$ cat config.mk
export PLATFORM = sky130hd
export DESIGN_NAME = if_fetch_unit
export DESIGN_NICKNAME = d
export VERILOG_FILES = /design/src/rtl/pipeline_pkg.sv /design/src/rtl/if_fetch_unit.sv
export SDC_FILE = /design/constraint.sdc
export NUM_CORES = 1
export LEC_CHECK = 0
export CAP_MARGIN = 0
export CORE_UTILIZATION = 35
export CTS_CLUSTER_DIAMETER = 80
export DETAILED_ROUTE_END_ITERATION = 8
export GPL_TIMING_DRIVEN = 0
export PLACE_DENSITY = 0.68
export SYNTH_ARGS = -nofsm -noshare
export SYNTH_HDL_FRONTEND = slang
export SYNTH_SLANG_ARGS = --single-unit
export TNS_END_PERCENT = 100
$ cat constraint.sdc
create_clock -name CLOCK -period 3 [get_ports CLOCK]
set_input_delay 0.45 -clock CLOCK [delete_from_list [all_inputs] [get_ports CLOCK]]
set_output_delay 0.45 -clock CLOCK [all_outputs]
set_load 0.03 [all_outputs]
$ cat src/rtl/pipeline_pkg.sv
// Shared pipeline definitions: fetch FSM encoding, reset vector and datapath width.
package pipeline_pkg;

    localparam int unsigned FETCH_ADDR_W   = 32;
    localparam logic [31:0] FETCH_RESET_PC = 32'h0040_0000;
    localparam logic [31:0] NOP_INSTR      = 32'h0000_0000;

    typedef enum logic [1:0] {
        FETCH_IDLE = 2'd0,
        FETCH_WAIT = 2'd1,
        FETCH_DROP = 2'd2
    } fetch_state_t;

endpackage

$ cat src/rtl/if_fetch_unit.sv
// MIPS IF stage: owns the PC, fetches over a req/ack instruction-memory handshake
// and holds one instruction (plus its PC+4) until IF/ID takes it.
module if_fetch_unit
    import pipeline_pkg::*;
#(
    parameter int unsigned        ADDR_W   = FETCH_ADDR_W,
    parameter logic [ADDR_W-1:0]  RESET_PC = ADDR_W'(FETCH_RESET_PC)
) (
    input  logic              CLOCK,
    input  logic              RESET,
    input  logic              STALL,
    input  logic              REDIRECT_IN,
    input  logic [ADDR_W-1:0] REDIRECT_ADDR_IN,
    output logic              IM_REQ,
    output logic [ADDR_W-1:0] IM_ADDR,
    input  logic              IM_ACK,
    input  logic [ADDR_W-1:0] IM_DATA,
    output logic [ADDR_W-1:0] Instruction_OUT,
    output logic [ADDR_W-1:0] InstructionAddressPlus4_OUT,
    output logic              FETCH_VALID_OUT
);

    fetch_state_t      state_q, state_d;
    logic [ADDR_W-1:0] pc_q;
    logic [ADDR_W-1:0] req_addr_q;
    logic [ADDR_W-1:0] ibuf_q;
    logic [ADDR_W-1:0] ibuf_pc4_q;
    logic              ibuf_valid_q;

    logic              space;
    logic              consume;
    logic              capture;
    logic [ADDR_W-1:0] pc_plus4;
    logic [ADDR_W-1:0] redirect_target;

    assign space           = !ibuf_valid_q || !STALL;
    assign consume         = ibuf_valid_q && !STALL;
    assign pc_plus4        = pc_q + ADDR_W'(4);
    assign redirect_target = REDIRECT_ADDR_IN & ~ADDR_W'(3);

    always_ff @(posedge CLOCK) begin
        if (RESET) begin
            state_q <= FETCH_IDLE;
        end else begin
            state_q <= state_d;
        end
    end

    always_comb begin
        state_d = state_q;
        unique case (state_q)
            FETCH_IDLE: begin
                if (IM_REQ && !IM_ACK) state_d = FETCH_WAIT;
            end
            FETCH_WAIT: begin
                if (IM_ACK)           state_d = FETCH_IDLE;
                else if (REDIRECT_IN) state_d = FETCH_DROP;
            end
            FETCH_DROP: begin
                if (IM_ACK) state_d = FETCH_IDLE;
            end
            default: state_d = FETCH_IDLE;
        endcase
    end

    // The open request's address is latched so a redirect can move the PC
    // while the memory still sees the original, stable IM_ADDR.
    always_comb begin
        IM_REQ  = 1'b0;
        IM_ADDR = pc_q;
        capture = 1'b0;
        if (!RESET) begin
            unique case (state_q)
                FETCH_IDLE: begin
                    IM_REQ  = space && !REDIRECT_IN;
                    capture = IM_REQ && IM_ACK;
                end
                FETCH_WAIT: begin
                    IM_REQ  = 1'b1;
                    IM_ADDR = req_addr_q;
                    capture = IM_ACK && !REDIRECT_IN;
                end
                FETCH_DROP: begin
                    IM_REQ  = 1'b1;
                    IM_ADDR = req_addr_q;
                end
                default: begin
                    IM_REQ  = 1'b0;
                end
            endcase
        end
    end

    always_ff @(posedge CLOCK) begin
        if (RESET) begin
            req_addr_q <= RESET_PC;
        end else if (state_q == FETCH_IDLE && IM_REQ && !IM_ACK) begin
            req_addr_q <= pc_q;
        end
    end

    always_ff @(posedge CLOCK) begin
        if (RESET) begin
            pc_q         <= RESET_PC;
            ibuf_q       <= '0;
            ibuf_pc4_q   <= '0;
            ibuf_valid_q <= 1'b0;
        end else if (REDIRECT_IN) begin
            pc_q         <= redirect_target;
            ibuf_valid_q <= 1'b0;
        end else if (capture) begin
            pc_q         <= pc_plus4;
            ibuf_q       <= IM_DATA;
            ibuf_pc4_q   <= pc_plus4;
            ibuf_valid_q <= 1'b1;
        end else if (consume) begin
            ibuf_valid_q <= 1'b0;
        end
    end

    assign Instruction_OUT             = ibuf_valid_q ? ibuf_q     : ADDR_W'(NOP_INSTR);
    assign InstructionAddressPlus4_OUT = ibuf_valid_q ? ibuf_pc4_q : '0;
    assign FETCH_VALID_OUT             = ibuf_valid_q;

endmodule

==> impl_metrics.env <==
export IMPL_chip_height_um=137
export IMPL_final_cell_count_no_fill=1182
export IMPL_io_pin_count=167
export IMPL_grt_antenna_before_repair=0
export IMPL_endpoint_type_of_the_worst_setup_path="primary output"
export IMPL_arrival_ps=2430
export IMPL_cp_data_required_time_ps=2550
export IMPL_max_slew_worst_pin_slew_ps=828
export IMPL_reg2reg_slack_ps=320
export IMPL_postSynthRegisterBits=125
export IMPL_postRouteAntennaNets=0
export IMPL_synthXorXnorAreaFrac=0.0587
export IMPL_layout_area_overhead_vs_synth_pct=38.7
export IMPL_timing_max_cap_violations=0
export IMPL_final_critical_path_setup_slack_ps=118
export IMPL_port_buffers=160
export IMPL_run_status="complete, no violations"
export IMPL_syn_inst=758
export IMPL_fill_cells=1760
export IMPL_synth_warnings=0
export IMPL_die_width_um=137
export IMPL_tritoncts="yes"
export IMPL_cts_post_setup_buffers_inserted=0
export IMPL_max_slew_margin_rel=0.445
export IMPL_postPlaceCellArea_um2=8320
export IMPL_final_common_cell="sky130_fd_sc_hd__clkdlybuf4s50_1"
export IMPL_synth_compound_area_share=0.0994
export IMPL_cts_clock_pin_slew_for_the_worst_setup_and_hold_paths_ps=50
export IMPL_synth_top_area_cell="sky130_fd_sc_hd__dfxtp_1"
export IMPL_synthAdderAreaFrac=0.00974
export IMPL_ff_to_ff_path_depth=8
export IMPL_hold_path_class="flop to flop"
export IMPL_timing_max_transition_violations_final=0
export IMPL_worstHoldEndpoint="ibuf_pc4_q[27]$_SDFFE_PP0P_"
export IMPL_timing_final_setup_violations=0
export IMPL_clock_latency_of_the_later_clocked_register_in_the_worst_skew_pair_ps=420
export IMPL_final_area_um2=8900
export IMPL_groute_usage_overall=0.215
export IMPL_ys_seq_area_frac=0.390
export IMPL_ys_top_cells_by_area="sky130_fd_sc_hd__dfxtp_1, sky130_fd_sc_hd__and2_1, sky130_fd_sc_hd__nand2_1, sky130_fd_sc_hd__mux2_2, sky130_fd_sc_hd__mux2i_1"
export IMPL_cts_max_level=4
export IMPL_multi_input_area_um2=3580
export IMPL_netlist_area_leader_share=0.390
export IMPL_critical_path_start_end_classification="flop to primary output"
export IMPL_post_place_cells=1150
export IMPL_synth_async_sr_flop_share=0
export IMPL_sequential_cell_area_in_the_final_layout_um2=2500
export IMPL_final_core_util=0.496
export IMPL_cts_root_buffer_cell="sky130_fd_sc_hd__clkbuf_16"
export IMPL_routabilityCongestion=0.942
export IMPL_layout_worst_path_cycle_share=0.961
export IMPL_critical_path_max_fanout=10
export IMPL_synth_cell_area_um2=6420
export IMPL_wire_per_inst_um=16.7
export IMPL_post_synth_and_or_nand_nor_area_fraction=0.285
export IMPL_initial_cell_density_of_the_core=0.357
export IMPL_post_route_drc_count=0
export IMPL_sort_of_element_at_the_start_of_the_critical_path="flop"
export IMPL_placeableCoreArea_um2=18000
export IMPL_numClockSinks=125
export IMPL_synth_enable_flop_cells=0
export IMPL_postSynth_topFlopCell="sky130_fd_sc_hd__dfxtp_1"
export IMPL_clock_skew_after_layout_ps=13.5
export IMPL_drive_gt1_frac=0.101
export IMPL_max_clock_path_buffers=2
export IMPL_post_dp_hpwl_mm=14.5
export IMPL_finalCriticalPeriod_ps=2880
export IMPL_design_die_area_um2=18900
export IMPL_design_final_nets=1014
export IMPL_drt_pass1_iter_count=5
export IMPL_worstReg2RegStart="state_q[0]$_SDFFE_PP0P_"
export IMPL_final_hold_viol_count=0
export IMPL_min_delay_startpoint="ibuf_pc4_q[27]$_SDFFE_PP0P_"
export IMPL_pre_cts_slack_ps=-567
export IMPL_final_cell_mix="sky130_fd_sc_hd__clkdlybuf4s50_1, sky130_fd_sc_hd__dfxtp_1, sky130_fd_sc_hd__nand2_1"
export IMPL_postCtsHoldBufs=0
export IMPL_drt_first_iter_violations=484
export IMPL_wl_mm=19.8
export IMPL_fp_row_count=49
export IMPL_vias=6077
export IMPL_postSynthAreaPerCell_um2=8.47
export IMPL_rsz0062_at_grt="false"
export IMPL_whs_path_depth=1
export IMPL_overflow=0
export IMPL_achievable_freq_mhz=347
export IMPL_regToRegEndpoint="ibuf_q[5]$_SDFFE_PP0P_"
export IMPL_first_global_vias=5753
export IMPL_wire_length_of_the_first_global_routing_pass_mm=30.6
export IMPL_muxShareOfSynthArea=0.103
export IMPL_leakage_power_nw=3.61
export IMPL_avgViaCountPerCell=5.14
export IMPL_main_combinational_cell_family_by_area_after_synthesis="simple AND/OR/NAND/NOR gates"
export IMPL_maximum_number_of_pins_on_one_net_before_global_route_repair=17
export IMPL_cts_buffers=17
export IMPL_post_synth_num_cell_types=50
export IMPL_final_total_power_mw=4.59
export IMPL_p_per_area_nw_per_um2=515
export IMPL_vdd_ir_drop_max_uv=413
[synthesized netlist by cell type (8+ instances only)]
library cell,number
sky130_fd_sc_hd__nand4_1,13
sky130_fd_sc_hd__clkbuf_1,48
sky130_fd_sc_hd__nand2_1,99
sky130_fd_sc_hd__nor2_1,79
sky130_fd_sc_hd__a21oi_1,17
sky130_fd_sc_hd__buf_4,10
sky130_fd_sc_hd__a31oi_1,9
sky130_fd_sc_hd__xor2_1,17
sky130_fd_sc_hd__mux2_2,31
sky130_fd_sc_hd__a211oi_1,31
sky130_fd_sc_hd__nand3b_1,33
sky130_fd_sc_hd__buf_2,12
sky130_fd_sc_hd__nand3_1,14
sky130_fd_sc_hd__nor3_1,10
sky130_fd_sc_hd__dfxtp_1,125
sky130_fd_sc_hd__mux2i_1,31
sky130_fd_sc_hd__and4_1,8
sky130_fd_sc_hd__xnor2_1,26
sky130_fd_sc_hd__and2_1,70
[kinds of logic (layout without fill, tap and decap cells)]
kind of cell / Yosys count / after routing
xor+xnor: 43 / 43
mux: 62 / 62
fa+ha+maj: 5 / 5
other cells: 1 / 5
buf+inv: 79 / 270
compound gates: 92 / 92
simple gates: 351 / 351
flops: 125 / 125
[area by class of cell]
cell class | count | share of cell area
Inverter | 4 | 0.00169
Clock buffer | 25 | 0.0556
Tap cell | 229 | 0.0322
Sequential cell | 125 | 0.281
Buffer | 75 | 0.0392
Clock inverter | 6 | 0.0121
Timing Repair Buffer | 160 | 0.175
Multi-Input combinational cell | 557 | 0.402
Antenna cell | 1 | 0.000281
[per-stage QoR]
stage / setup TNS [ps] / hold slack (ps)
after floorplan: 0 / 425
after global placement: -14400 / 440
after detailed placement: -15190 / 441
after CTS: 0 / 453
after global routing: 0 / 477
final: 0 / 454
[metal layers]
| layer | wire length [um] | global-route usage |
|---|---|---|
| met1 | 9330 | 0.299 |
| met2 | 8870 | 0.323 |
| met3 | 1180 | 0.0419 |
| met4 | 392 | 0.0879 |
| met5 | 0 | 0 |
[worst max-delay path by stage]
stage,startpoint,depth (start not counted),endpoint
4_1_cts,state_q[0]$_SDFFE_PP0P_,6,IM_ADDR[19]
3_3_place_gp,RESET,6,IM_ADDR[19]
2_1_floorplan,state_q[0]$_SDFFE_PP0P_,5,IM_ADDR[10]
6_report,state_q[0]$_SDFFE_PP0P_,6,IM_ADDR[19]
5_1_grt,FETCH_VALID_OUT$_SDFFE_PP0P_,4,Instruction_OUT[16]
3_5_place_dp,RESET,6,IM_ADDR[19]
[state kept, by name, indices dropped and copies added, names as in the netlist]
name             flops
req_addr_q          30
pc_q                30
FETCH_VALID_OUT      1
state_q              2
ibuf_pc4_q          30
ibuf_q              32
[repair_timing]
| item | in CTS | in global routing |
|---|---|---|
| resized for setup | 40 | 1 |
| endpoints found under the setup margin | 50 | 20 |
| pin swaps | 0 | 0 |
[worst max-delay path, stage by stage, from the launching register on]
cell and delay, ps:
sky130_fd_sc_hd__dfxtp_1 400, sky130_fd_sc_hd__inv_1 90, sky130_fd_sc_hd__ha_1 340, sky130_fd_sc_hd__nor2b_2 220, sky130_fd_sc_hd__buf_4 230, sky130_fd_sc_hd__mux2_2 370
sky130_fd_sc_hd__dlygate4sd2_1 360
[report_power, final]
part / total [mW] / internal, mW / switching, mW
clock network: 2.13 / 1.39 / 0.737
registers: 1.80 / 1.74 / 0.0517
logic: 0.668 / 0.284 / 0.384
total: 4.59 / 3.42 / 1.17
Note: power is estimated with default switching activity, not from simulation.
